File: src/rtl/cpu_pkg.sv
// Shared definitions for the instruction stage sequencer: state encodings,
// default handshake timeout and a small state classification helper.
package cpu_pkg;

    typedef enum logic [2:0] {
        ST_IF   = 3'b000,
        ST_ID   = 3'b001,
        ST_EX   = 3'b010,
        ST_MEM  = 3'b011,
        ST_WB   = 3'b100,
        ST_IDLE = 3'b101,
        ST_ERR  = 3'b110,
        ST_BAD  = 3'b111
    } stage_e;

    localparam int TIMEOUT_DEFAULT = 16;

    // IF and MEM are the only states that wait on a memory handshake.
    function automatic logic is_wait_state(input stage_e s);
        return (s == ST_IF) || (s == ST_MEM);
    endfunction

endpackage

File: src/rtl/wait_timer.sv
// Handshake wait counter: counts cycles spent waiting and flags the cycle in
// which the wait limit is reached without an acknowledge.
module wait_timer
    import cpu_pkg::*;
#(
    parameter int TIMEOUT = TIMEOUT_DEFAULT
) (
    input  logic clk,
    input  logic clear,
    input  logic tick,
    input  logic ack,
    output logic expired
);

    localparam int CW = $clog2(TIMEOUT + 1);

    logic [CW-1:0] count;

    // Cycle counter, held at zero while no handshake is in progress.
    always_ff @(posedge clk) begin
        if (clear) begin
            count <= '0;
        end else if (tick && (count != CW'(TIMEOUT))) begin
            count <= count + CW'(1);
        end else begin
            count <= count;
        end
    end

    // count is (cycle - 1), so this is the last permitted cycle; an ack here wins.
    assign expired = tick && !ack && (count == CW'(TIMEOUT - 1));

endmodule

File: src/rtl/stage_sequencer.sv
// Multi-cycle instruction sequencer: steps the datapath through
// IF/ID/EX/MEM/WB with timed memory handshakes, single-step and run counters.
module stage_sequencer
    import cpu_pkg::*;
#(
    parameter int TIMEOUT = TIMEOUT_DEFAULT
) (
    input  logic        clk,
    input  logic        reset,
    input  logic        en,
    input  logic        step_mode,
    input  logic        step,
    input  logic        imem_ack,
    input  logic        dmem_ack,
    input  logic        mem_access,
    input  logic        reg_write,
    output logic [2:0]  state,
    output logic        imem_req,
    output logic        ir_we,
    output logic        cu_en,
    output logic        alu_en,
    output logic        pc_we,
    output logic        dmem_req,
    output logic        rf_we,
    output logic        retire,
    output logic        busy,
    output logic        err,
    output logic [31:0] cycle_cnt,
    output logic [31:0] instr_cnt
);

    stage_e cur;
    stage_e nxt;
    logic   timer_tick;
    logic   timer_clear;
    logic   timer_ack;
    logic   expired;

    assign state = cur;

    // Timer runs only inside IF/MEM, so every entry starts from zero.
    always_comb begin
        timer_tick  = is_wait_state(cur);
        timer_clear = reset || !timer_tick;
        if (cur == ST_IF) begin
            timer_ack = imem_ack;
        end else begin
            timer_ack = dmem_ack;
        end
    end

    wait_timer #(.TIMEOUT(TIMEOUT)) u_wait_timer (
        .clk     (clk),
        .clear   (timer_clear),
        .tick    (timer_tick),
        .ack     (timer_ack),
        .expired (expired)
    );

    // Next-state selection; acks are only looked at in their own wait state.
    always_comb begin
        nxt = cur;
        case (cur)
            ST_IDLE: begin
                if (en && (!step_mode || step)) nxt = ST_IF;
                else                            nxt = ST_IDLE;
            end
            ST_IF: begin
                if (imem_ack)     nxt = ST_ID;
                else if (expired) nxt = ST_ERR;
                else              nxt = ST_IF;
            end
            ST_ID:  nxt = ST_EX;
            ST_EX: begin
                if (mem_access) nxt = ST_MEM;
                else            nxt = ST_WB;
            end
            ST_MEM: begin
                if (dmem_ack)     nxt = ST_WB;
                else if (expired) nxt = ST_ERR;
                else              nxt = ST_MEM;
            end
            ST_WB: begin
                if (en && !step_mode) nxt = ST_IF;
                else                  nxt = ST_IDLE;
            end
            ST_ERR:  nxt = ST_ERR;
            default: nxt = ST_IDLE;
        endcase
    end

    // State, registered strobes decoded from the next state, and run counters.
    always_ff @(posedge clk) begin
        if (reset) begin
            cur       <= ST_IDLE;
            imem_req  <= 1'b0;
            cu_en     <= 1'b0;
            alu_en    <= 1'b0;
            pc_we     <= 1'b0;
            dmem_req  <= 1'b0;
            retire    <= 1'b0;
            busy      <= 1'b0;
            err       <= 1'b0;
            cycle_cnt <= 32'd0;
            instr_cnt <= 32'd0;
        end else begin
            cur       <= nxt;
            imem_req  <= (nxt == ST_IF);
            cu_en     <= (nxt == ST_ID);
            alu_en    <= (nxt == ST_EX);
            pc_we     <= (nxt == ST_EX);
            dmem_req  <= (nxt == ST_MEM);
            retire    <= (nxt == ST_WB);
            busy      <= !((nxt == ST_IDLE) || (nxt == ST_ERR));
            err       <= (nxt == ST_ERR);
            if (busy) cycle_cnt <= cycle_cnt + 32'd1;
            else      cycle_cnt <= cycle_cnt;
            if (retire) instr_cnt <= instr_cnt + 32'd1;
            else        instr_cnt <= instr_cnt;
        end
    end

    // These two depend on same-cycle inputs and are qualified by registered strobes.
    assign ir_we = imem_req & imem_ack;
    assign rf_we = retire & reg_write;

endmodule

File: config.mk
export PLATFORM = sky130hd
export DESIGN_NAME = stage_sequencer
export DESIGN_NICKNAME = d
export VERILOG_FILES = /design/src/rtl/cpu_pkg.sv /design/src/rtl/wait_timer.sv /design/src/rtl/stage_sequencer.sv
export SDC_FILE = /design/constraint.sdc
export NUM_CORES = 1
export LEC_CHECK = 0
export ABC_AREA = 1
export CAP_MARGIN = 20
export CORE_MARGIN = 2
export CORE_UTILIZATION = 35
export CTS_BUF_LIST = sky130_fd_sc_hd__clkbuf_2 sky130_fd_sc_hd__clkbuf_4 sky130_fd_sc_hd__clkbuf_8
export DETAILED_ROUTE_END_ITERATION = 16
export MAX_ROUTING_LAYER = met4
export PLACE_DENSITY_LB_ADDON = 0.15
export SLEW_MARGIN = 20
export SYNTH_ARGS = -nofsm -noshare
export SYNTH_HDL_FRONTEND = slang
export SYNTH_SLANG_ARGS = --single-unit
File: constraint.sdc
create_clock -name clk -period 2.12 [get_ports clk]
set_input_delay 0.636 -clock clk [delete_from_list [all_inputs] [get_ports clk]]
set_output_delay 0.636 -clock clk [all_outputs]
set_load 0.1 [all_outputs]
# Word-level counts from Yosys, hierarchy flattened
# Cells that the tools add are included.
[word_totals]
reg_bits = 79
input_bits = 9
out_inout_bits = 77
[op_classes]
n_addsub = 3
eq_ne = 14
n_mux = 9
n_bitwise = 2
reduce_logical = 15
[op_table]
columns = ["op", "n"]
rows = [
  ["32-bit by 1-bit adder with 32-bit output (second input constant)", 2],
  ["3-bit two-way mux", 7],
  ["3-bit case mux with 7 select lines", 1],
  ["3-bit equality test (second input constant)", 6],
  ["3-bit by 2-bit equality test with 1-bit output (second input constant)", 4],
  ["3-bit by 1-bit equality test with 1-bit output (second input constant)", 2],
  ["3-bit logical NOT", 2],
  ["5-bit by 1-bit adder with 5-bit output (second input constant)", 1],
  ["5-bit by 4-bit equality test with 1-bit output (second input constant)", 1],
  ["1-bit logical AND", 5],
  ["5-bit inequality test (second input constant)", 1],
  ["1-bit logical NOT", 4],
  ["1-bit logical OR", 4],
  ["1-bit AND", 2],
  ["1-bit two-way mux", 1],
]

# Logic depth before layout (Yosys ltp)
# Gate-level depths: netlist (run 1).
[depth]
depth_word = 11
mapped_depth = 10
ltp_nobuf = 10

# Modules after synthesis
# A second synthesis (run 1) with hierarchy kept.
[unflattened]
hier_cells = 659
hier_area_um2 = 4372.9
[modules_own_cells]
columns = ["module", "n_inst", "cells_per_inst", "area_each_um2"]
rows = [
  ["stage_sequencer", 1, 611, 4053.9],
  ["wait_timer", 1, 48, 319.1],
]

# Least setup slack after synthesis (run 1)
# Ideal clock, no wire load.
[synth_path]
path_kind = "register to output"
from = "register retire"
to = "output rf_we"
arrival_time_ns = 1.762
t_required_ns = 1.484
setup_slack_ns = -0.278
path_stages_with_launch = 3
path_buffers = 0
path_cell_list = "dfxtp_1 -> nand2_1 -> inv_1"
[synth_between]
elab_chain_cells = 1
[synth_rtl]
columns = ["item", "line", "text"]
rows = [
  ["start, declared", "stage_sequencer.sv:25", "output logic retire,"],
  ["start signal, assigned", "stage_sequencer.sv:113", "retire <= (nxt == ST_WB);"],
  ["1-bit AND", "stage_sequencer.sv:125", "assign rf_we = retire & reg_write;"],
  ["end, declared", "stage_sequencer.sv:24", "output logic rf_we,"],
]
# Every way passes these cells.

# Final worst setup path (run 1)
[layout_path]
from = "input imem_ack"
to = "output ir_we"
[layout_between]
elab_chain_cells = 1
[layout_rtl]
columns = ["item", "line", "text"]
rows = [
  ["start, declared", "stage_sequencer.sv:13", "input logic imem_ack,"],
  ["1-bit AND", "stage_sequencer.sv:124", "assign ir_we = imem_req & imem_ack;"],
  ["end, declared", "stage_sequencer.sv:19", "output logic ir_we,"],
]
# Every way passes these cells.

==> impl_metrics.tcl, run 1 <==
set metrics [dict create \
    synthTopCellsByCount "nand2_1, nor2_1, dfxtp_1, inv_1, nand3_1" \
    grt_pass1_vias 4079 \
    cts_sinks 79 \
    synth_top_area_cell "dfxtp_1" \
    coreArea_mm2 0.0114 \
    vdd_drop_max_mv 0.311 \
    fin_crit_ns 2.07 \
    worstRegToRegCells 8 \
    hold_depth 2 \
    yosysTopAreaCellShare_pct 38.8 \
    ys_seq_elements 79 \
    drt_iter0_drc 200 \
    slowest_stage "clkdlybuf4s50_1" \
    antenna_found_initial 0 \
    reg2reg_slack_ns 0.35 \
    tightest_slew_ns 0.462 \
    cts_tree "built" \
    dp_slack_ns 0.0529 \
    synth_flop_cell "dfxtp_1" \
    timing.rr.end "cycle_cnt[20]" \
    yosys.cell_types.count 35 \
    endpoint_kind "output port" \
    cts_resized 0 \
    cts_setup_buffers 0 \
    timing.max_cap.violations 0 \
    grt_use_total_pct 18.5 \
    fin_nets 711 \
    async_flop_share_pct 0 \
    finalCritPeriodShare_pct 97.5 \
    rsz0062_at_grt "no" \
    drive_gt1_share_pct 17.8 \
    htree_levels 3 \
    setup_viol 0 \
    row_count 39 \
    drtAntennaViolNets 0 \
    hold_start "u_wait_timer.count[0]" \
    fp.dieH_um 112 \
    place.gp.congestion 0.922 \
    syn_area_per_cell_um2 6.70 \
    routed_wl_um 10800 \
    grt_overflow_total 0 \
    slew-limit-headroom_pct 69.1 \
    synth_fp_nets 622 \
    crit_fanout 2 \
    clock_skew_ns 0.0188 \
    cts_root_buf "clkbuf_8" \
    slowest_delay_ns 0.48 \
    syn_inst 608 \
    clockBufferDepth 2 \
    synth_enable_flop_cells 0 \
    crit_path_start_kind "input port" \
    numCtsBuffers 9 \
    seq_area_frac_synth_pct 38.8 \
    wire_per_inst_um 12.8 \
    syn_area_mm2 0.00407 \
    ys_top_cells_by_area "dfxtp_1, nand2_1, nor2_1, inv_1, nand3_1" \
    fillers 1073 \
    yosysMostFrequentCell "nand2_1" \
    fin_ws_ns 0.0533 \
    finalSetupTns_ns 0 \
    diodes 0 \
    r2r-start "cycle_cnt[0]" \
    die_area_mm2 0.0125 \
    crit_arrival_ns 1.43 \
    fmax_mhz 484 \
    start_util_pct 35.8 \
    firstDrtPassIters 5 \
    cts_hold_buffers 0 \
    clock_latency_ns 0.35 \
    hold_viol 0 \
    slew_viol_final 0 \
    dp_hpwl_um 8330 \
    clk_pin_slew_ns 0.07 \
    critPathKind "in -> out" \
    crit_chain "clkdlybuf4s50_1 -> nand2_1 -> inv_1 -> buf_12" \
    fp.dieW_um 112 \
    io_buffers 85 \
    outcome "finished clean" \
    yosys_warnings 0 \
    min_path_type "reg -> reg" \
    via_count 4175 \
    grt_first_pass_wirelength_um 18500 \
    p_leak_nw 2.39 \
    whs_endpoint "u_wait_timer.count[0]" \
    cp.required_ns 1.48 \
    area_delta_synth_final_pct 48.5 \
    grt_max_degree 32 \
    via_per_inst 4.95 \
    ios 86 \
    drc 0 \
    p_per_area_mw_per_mm2 570 \
]
## worst max-delay path by stage
stage	from	end	cells after the start
after global routing	imem_ack	ir_we	4
after global placement	imem_ack	ir_we	4
after CTS	imem_ack	ir_we	4
final	imem_ack	ir_we	4
after floorplan	cycle_cnt[8]	cycle_cnt[19]	7
after detailed placement	imem_ack	ir_we	4
## cell families (layout without fill, tap and decap cells)
family                     after synthesis  in the layout  synth area share (%)
DFF                                     79             79                  38.8
AOI/OAI and AO/OA                       73             73                  9.90
adders and majority gates                5              5                  1.54
xor gates and xnor gates                 9              9                  1.94
and+or+nand+nor                        356            356                  39.6
buffers and inverters                   86            179                  8.24
## sequential cells by signal (all words and copies together), names as in the netlist
| register | cells |
|---|---|
| pc_we | 1 |
| busy | 1 |
| state | 3 |
| cu_en | 1 |
| dmem_req | 1 |
| err | 1 |
| cycle_cnt | 32 |
| instr_cnt | 32 |
| imem_req | 1 |
| retire | 1 |
| u_wait_timer.count | 5 |
## per-stage QoR
| stage | hold WS [ns] | cell area [um2] | total power, mW | util (%) | instances |
|---|---|---|---|---|---|
| 6_report | 0.514 | 6050 | 3.45 | 53.2 | 844 |
| 5_1_grt | 0.547 | 6050 | 3.59 | 53.2 | 844 |
| 4_1_cts | 0.516 | 6050 | 3.48 | 53.2 | 844 |
| 3_5_place_dp | 0.505 | 5830 | 2.24 | 51.2 | 829 |
| 3_3_place_gp | 0.478 | 5830 | 2.23 | 51.2 | 829 |
| 2_1_floorplan | 0.464 | 4090 | 2.01 | - | 608 |
## routing by layer
metal / vias to the layer above / part of all wire, % / wire (um) / GRT usage [%]
li1: 2140 / - / - / -
met1: 1889 / 43 / 4670 / 21.2
met2: 124 / 49 / 5310 / 31.6
met3: 22 / 4.8 / 523 / 4.14
met4: 0 / 2.6 / 285 / 6.67
met5: - / 0 / 0 / -
## final cells by class
cell class              count  area (um2)  share of cell area (%)
multi-input cells         443        2150                    35.6
repair buffers             89        1610                    26.7
flip-flops and latches     79        1600                    26.4
inverters                  75         282                    4.66
well taps                 143         179                    2.96
clock buffers              12         153                    2.52
clock inverters             3        67.6                    1.12
## cells in the final DEF (no fill, tap or decap), types with 2 or more instances in the layout
cell type | netlist | layout
a31oi_1 | 2 | 2
nor2_1 | 110 | 110
nand4_1 | 20 | 20
nand3_2 | 3 | 3
nand3b_1 | 2 | 2
o21bai_1 | 3 | 3
nor3_1 | 17 | 17
nor2_2 | 2 | 2
dfxtp_2 | 0 | 12
o21ai_0 | 17 | 17
o211a_1 | 2 | 2
clkbuf_4 | 0 | 2
xnor2_1 | 3 | 3
nor3b_1 | 2 | 2
o21a_1 | 6 | 6
buf_12 | 0 | 74
buf_4 | 2 | 7
clkdlybuf4s50_1 | 0 | 8
dfxtp_1 | 79 | 67
nor2_4 | 6 | 6
inv_1 | 75 | 75
a21oi_1 | 42 | 42
bufinv_16 | 0 | 2
nand2_1 | 138 | 138
xor2_1 | 6 | 6
and3_1 | 2 | 2
ha_1 | 5 | 5
nand3_1 | 47 | 47
clkbuf_8 | 0 | 10
## worst max-delay path, delay by kind of cell
family / cells / cell delay (ns)
AND/OR/NAND/NOR: 1 / 0.05
buffers and inverters: 3 / 0.75
## power by group
group / internal [mW] / total [mW] / switching (mW)
registers: 1.52 / 1.60 / 0.0754
clock network: 0.717 / 1.25 / 0.529
logic: 0.196 / 0.601 / 0.405
total: 2.44 / 3.45 / 1.01
Note: power is estimated with default switching activity, not from simulation.
==> inputs of run 2 (changes only) <==
--- a/config.mk
+++ b/config.mk
@@ -5,7 +5,6 @@
 export SDC_FILE = /design/constraint.sdc
 export NUM_CORES = 1
 export LEC_CHECK = 0
-export ABC_AREA = 1
 export CAP_MARGIN = 20
 export CORE_MARGIN = 2
 export CORE_UTILIZATION = 35
==> constraint.sdc (replaced) <==
create_clock -name clk -period 2.1 [get_ports clk]
set_input_delay 0.63 -clock clk [delete_from_list [all_inputs] [get_ports clk]]
set_output_delay 0.63 -clock clk [all_outputs]
set_load 0.1 [all_outputs]
==> impl_metrics.tcl, run 2 <==
set metrics [dict create \
    yosys.cell_types.count 49 \
    clock_latency_ns 0.34 \
    coreArea_mm2 0.0103 \
    cts_tree "built" \
    cts_hold_buffers 0 \
    p_leak_nw 1.99 \
    async_flop_share_pct 0 \
    finalCritPeriodShare_pct 97.2 \
    yosys_warnings 0 \
    via_count 3556 \
    synth_flop_cell "dfxtp_1" \
    cp.required_ns 1.47 \
    endpoint_kind "output port" \
    fin_crit_ns 2.04 \
    ios 86 \
    start_util_pct 36.0 \
    htree_levels 3 \
    die_area_mm2 0.0114 \
    diodes 0 \
    syn_area_per_cell_um2 8.67 \
    cts_root_buf "clkbuf_8" \
    timing.max_cap.violations 0 \
    crit_arrival_ns 1.41 \
    crit_fanout 1 \
    grt_overflow_total 0 \
    clk_pin_slew_ns 0.08 \
    ys_top_cells_by_area "dfxtp_1, a21oi_1, or4_1, o31ai_1, xor2_1" \
    grt_pass1_vias 3167 \
    via_per_inst 5.39 \
    crit_path_start_kind "input port" \
    tightest_slew_ns 0.838 \
    fp.dieW_um 107 \
    grt_first_pass_wirelength_um 15600 \
    io_buffers 85 \
    synthTopCellsByCount "dfxtp_1, a21oi_1, nor2_1, nand3_1" \
    p_per_area_mw_per_mm2 574 \
    final_common_cell "buf_12" \
    fin_ws_ns 0.0588 \
    grt_max_degree 36 \
    finalSetupTns_ns 0 \
    ys_seq_elements 79 \
    routed_wl_um 9590 \
    cts_sinks 79 \
    vdd_drop_max_mv 0.340 \
    top_regs "cycle_cnt x32, instr_cnt x32, u_wait_timer.count x5" \
    area_delta_synth_final_pct 59.4 \
    critPathKind "in -> out" \
    syn_inst 427 \
    postLayoutCellArea_mm2 0.00590 \
    hold-worst-slack_ns 0.520 \
    dp_hpwl_um 7120 \
    synth_fp_nets 441 \
    mostFrequentLayoutCells "buf_12, a21oi_1, dfxtp_4" \
    place.gp.congestion 0.809 \
    fin_nets 533 \
    drive_gt1_share_pct 35.1 \
    outcome "finished clean" \
    rsz0062_at_grt "no" \
    row_count 37 \
    yosysTopAreaCellShare_pct 42.7 \
    grt_use_total_pct 17.2 \
    fillers 903 \
    min_path_type "reg -> reg" \
    dp_slack_ns -0.0135 \
    place_area_mm2 0.00567 \
    seq_area_frac_synth_pct 42.7 \
    syn_area_mm2 0.00370 \
    synth_enable_flop_cells 0 \
    synth_top_area_cell "dfxtp_1" \
    slew-limit-headroom_pct 43.3 \
    clockBufferDepth 2 \
    fp.dieH_um 107 \
    firstDrtPassIters 4 \
    slew_viol_final 0 \
    yosysMostFrequentCell "dfxtp_1" \
    setup_viol 0 \
    antenna_found_initial 0 \
    wire_per_inst_um 14.5 \
    hold_viol 0 \
    fmax_mhz 490 \
    fin_util_pct 57.4 \
    drtAntennaViolNets 0 \
    reg2reg_slack_ns 0.07 \
    numCtsBuffers 9 \
    drc 0 \
    drt_iter0_drc 130 \
    clock_skew_ns 0.0122 \
]
## run 2: changes by cell type in the layout (fill, tap and decap cells not counted), sizes merged, moves of 5 or more
cell   delta
xnor2     +7
and2      +5
or3      +19
inv      -62
nand3    -28
nor3     -10
o31ai    +19
and4      +7
or4      +23
nor2     -88
o21a      -5
buf      +15
nand2   -117
xor2     +10
## run 2: timing repair
item / 4_1_cts / 5_1_grt
resized for setup: 1 / 3
cloned: 0 / 0
endpoints found under the setup margin: 1 / 6
buffers inserted: 0 / 1
pin swaps: 0 / 1
## run 2: final timing paths
check | startpoint | to | cells past startpoint
worst max register to register | cycle_cnt[11] | cycle_cnt[31] | 5
worst max-delay path | reg_write | rf_we | 3
worst min-delay path | cycle_cnt[20] | cycle_cnt[20] | 2
worst min register to register | cycle_cnt[20] | cycle_cnt[20] | 2
## run 2: power breakdown
group          switching [mW]  internal (mW)  total, mW
clock network           0.536          0.707       1.24
registers              0.0630           1.50       1.56
logic                   0.373          0.210      0.583
## run 2: final cells by class
cell class                      count  area, um2  share of cell area (%)
Sequential cell                    79       1740                    29.5
Timing Repair Buffer              103       1750                    29.6
Inverter                           13       48.8                   0.827
Tap cell                          136        170                    2.88
Multi-Input combinational cell    313       1980                    33.6
Clock inverter                      4       71.3                    1.21
Clock buffer                       12        146                    2.48
## run 2: logic make-up (layout without fill, tap and decap cells)
logic type                 count (synthesis)  count (layout)  share of synthesized area (%)
buffers and inverters                     35             132                           4.02
and+or+nand+nor                          184             184                           28.4
xor gates and xnor gates                  26              26                           6.15
adders and majority gates                  5               5                           1.69
AOI/OAI and AO/OA                         93              93                           15.6
DFF                                       79              79                           42.7
muxes                                      5               5                           1.39
## run 2: layer usage
layer	track usage (%)	vias up	share of wire [%]
li1	-	1775	-
met4	6.12	0	1.3
met2	27.1	79	49
met5	-	-	0
met3	2.80	9	3.6
met1	22.5	1693	46
## run 2: through the flow
step | power [mW] | cells
after floorplan | 1.96 | 427
after global placement | 2.18 | 643
after detailed placement | 2.18 | 643
after CTS | 3.42 | 659
after global routing | 3.51 | 660
final | 3.39 | 660
## run 2: worst max-delay path: stages
cell	delay [ns]
clkdlybuf4s50_1	0.45
and2_2	0.16
buf_12	0.17
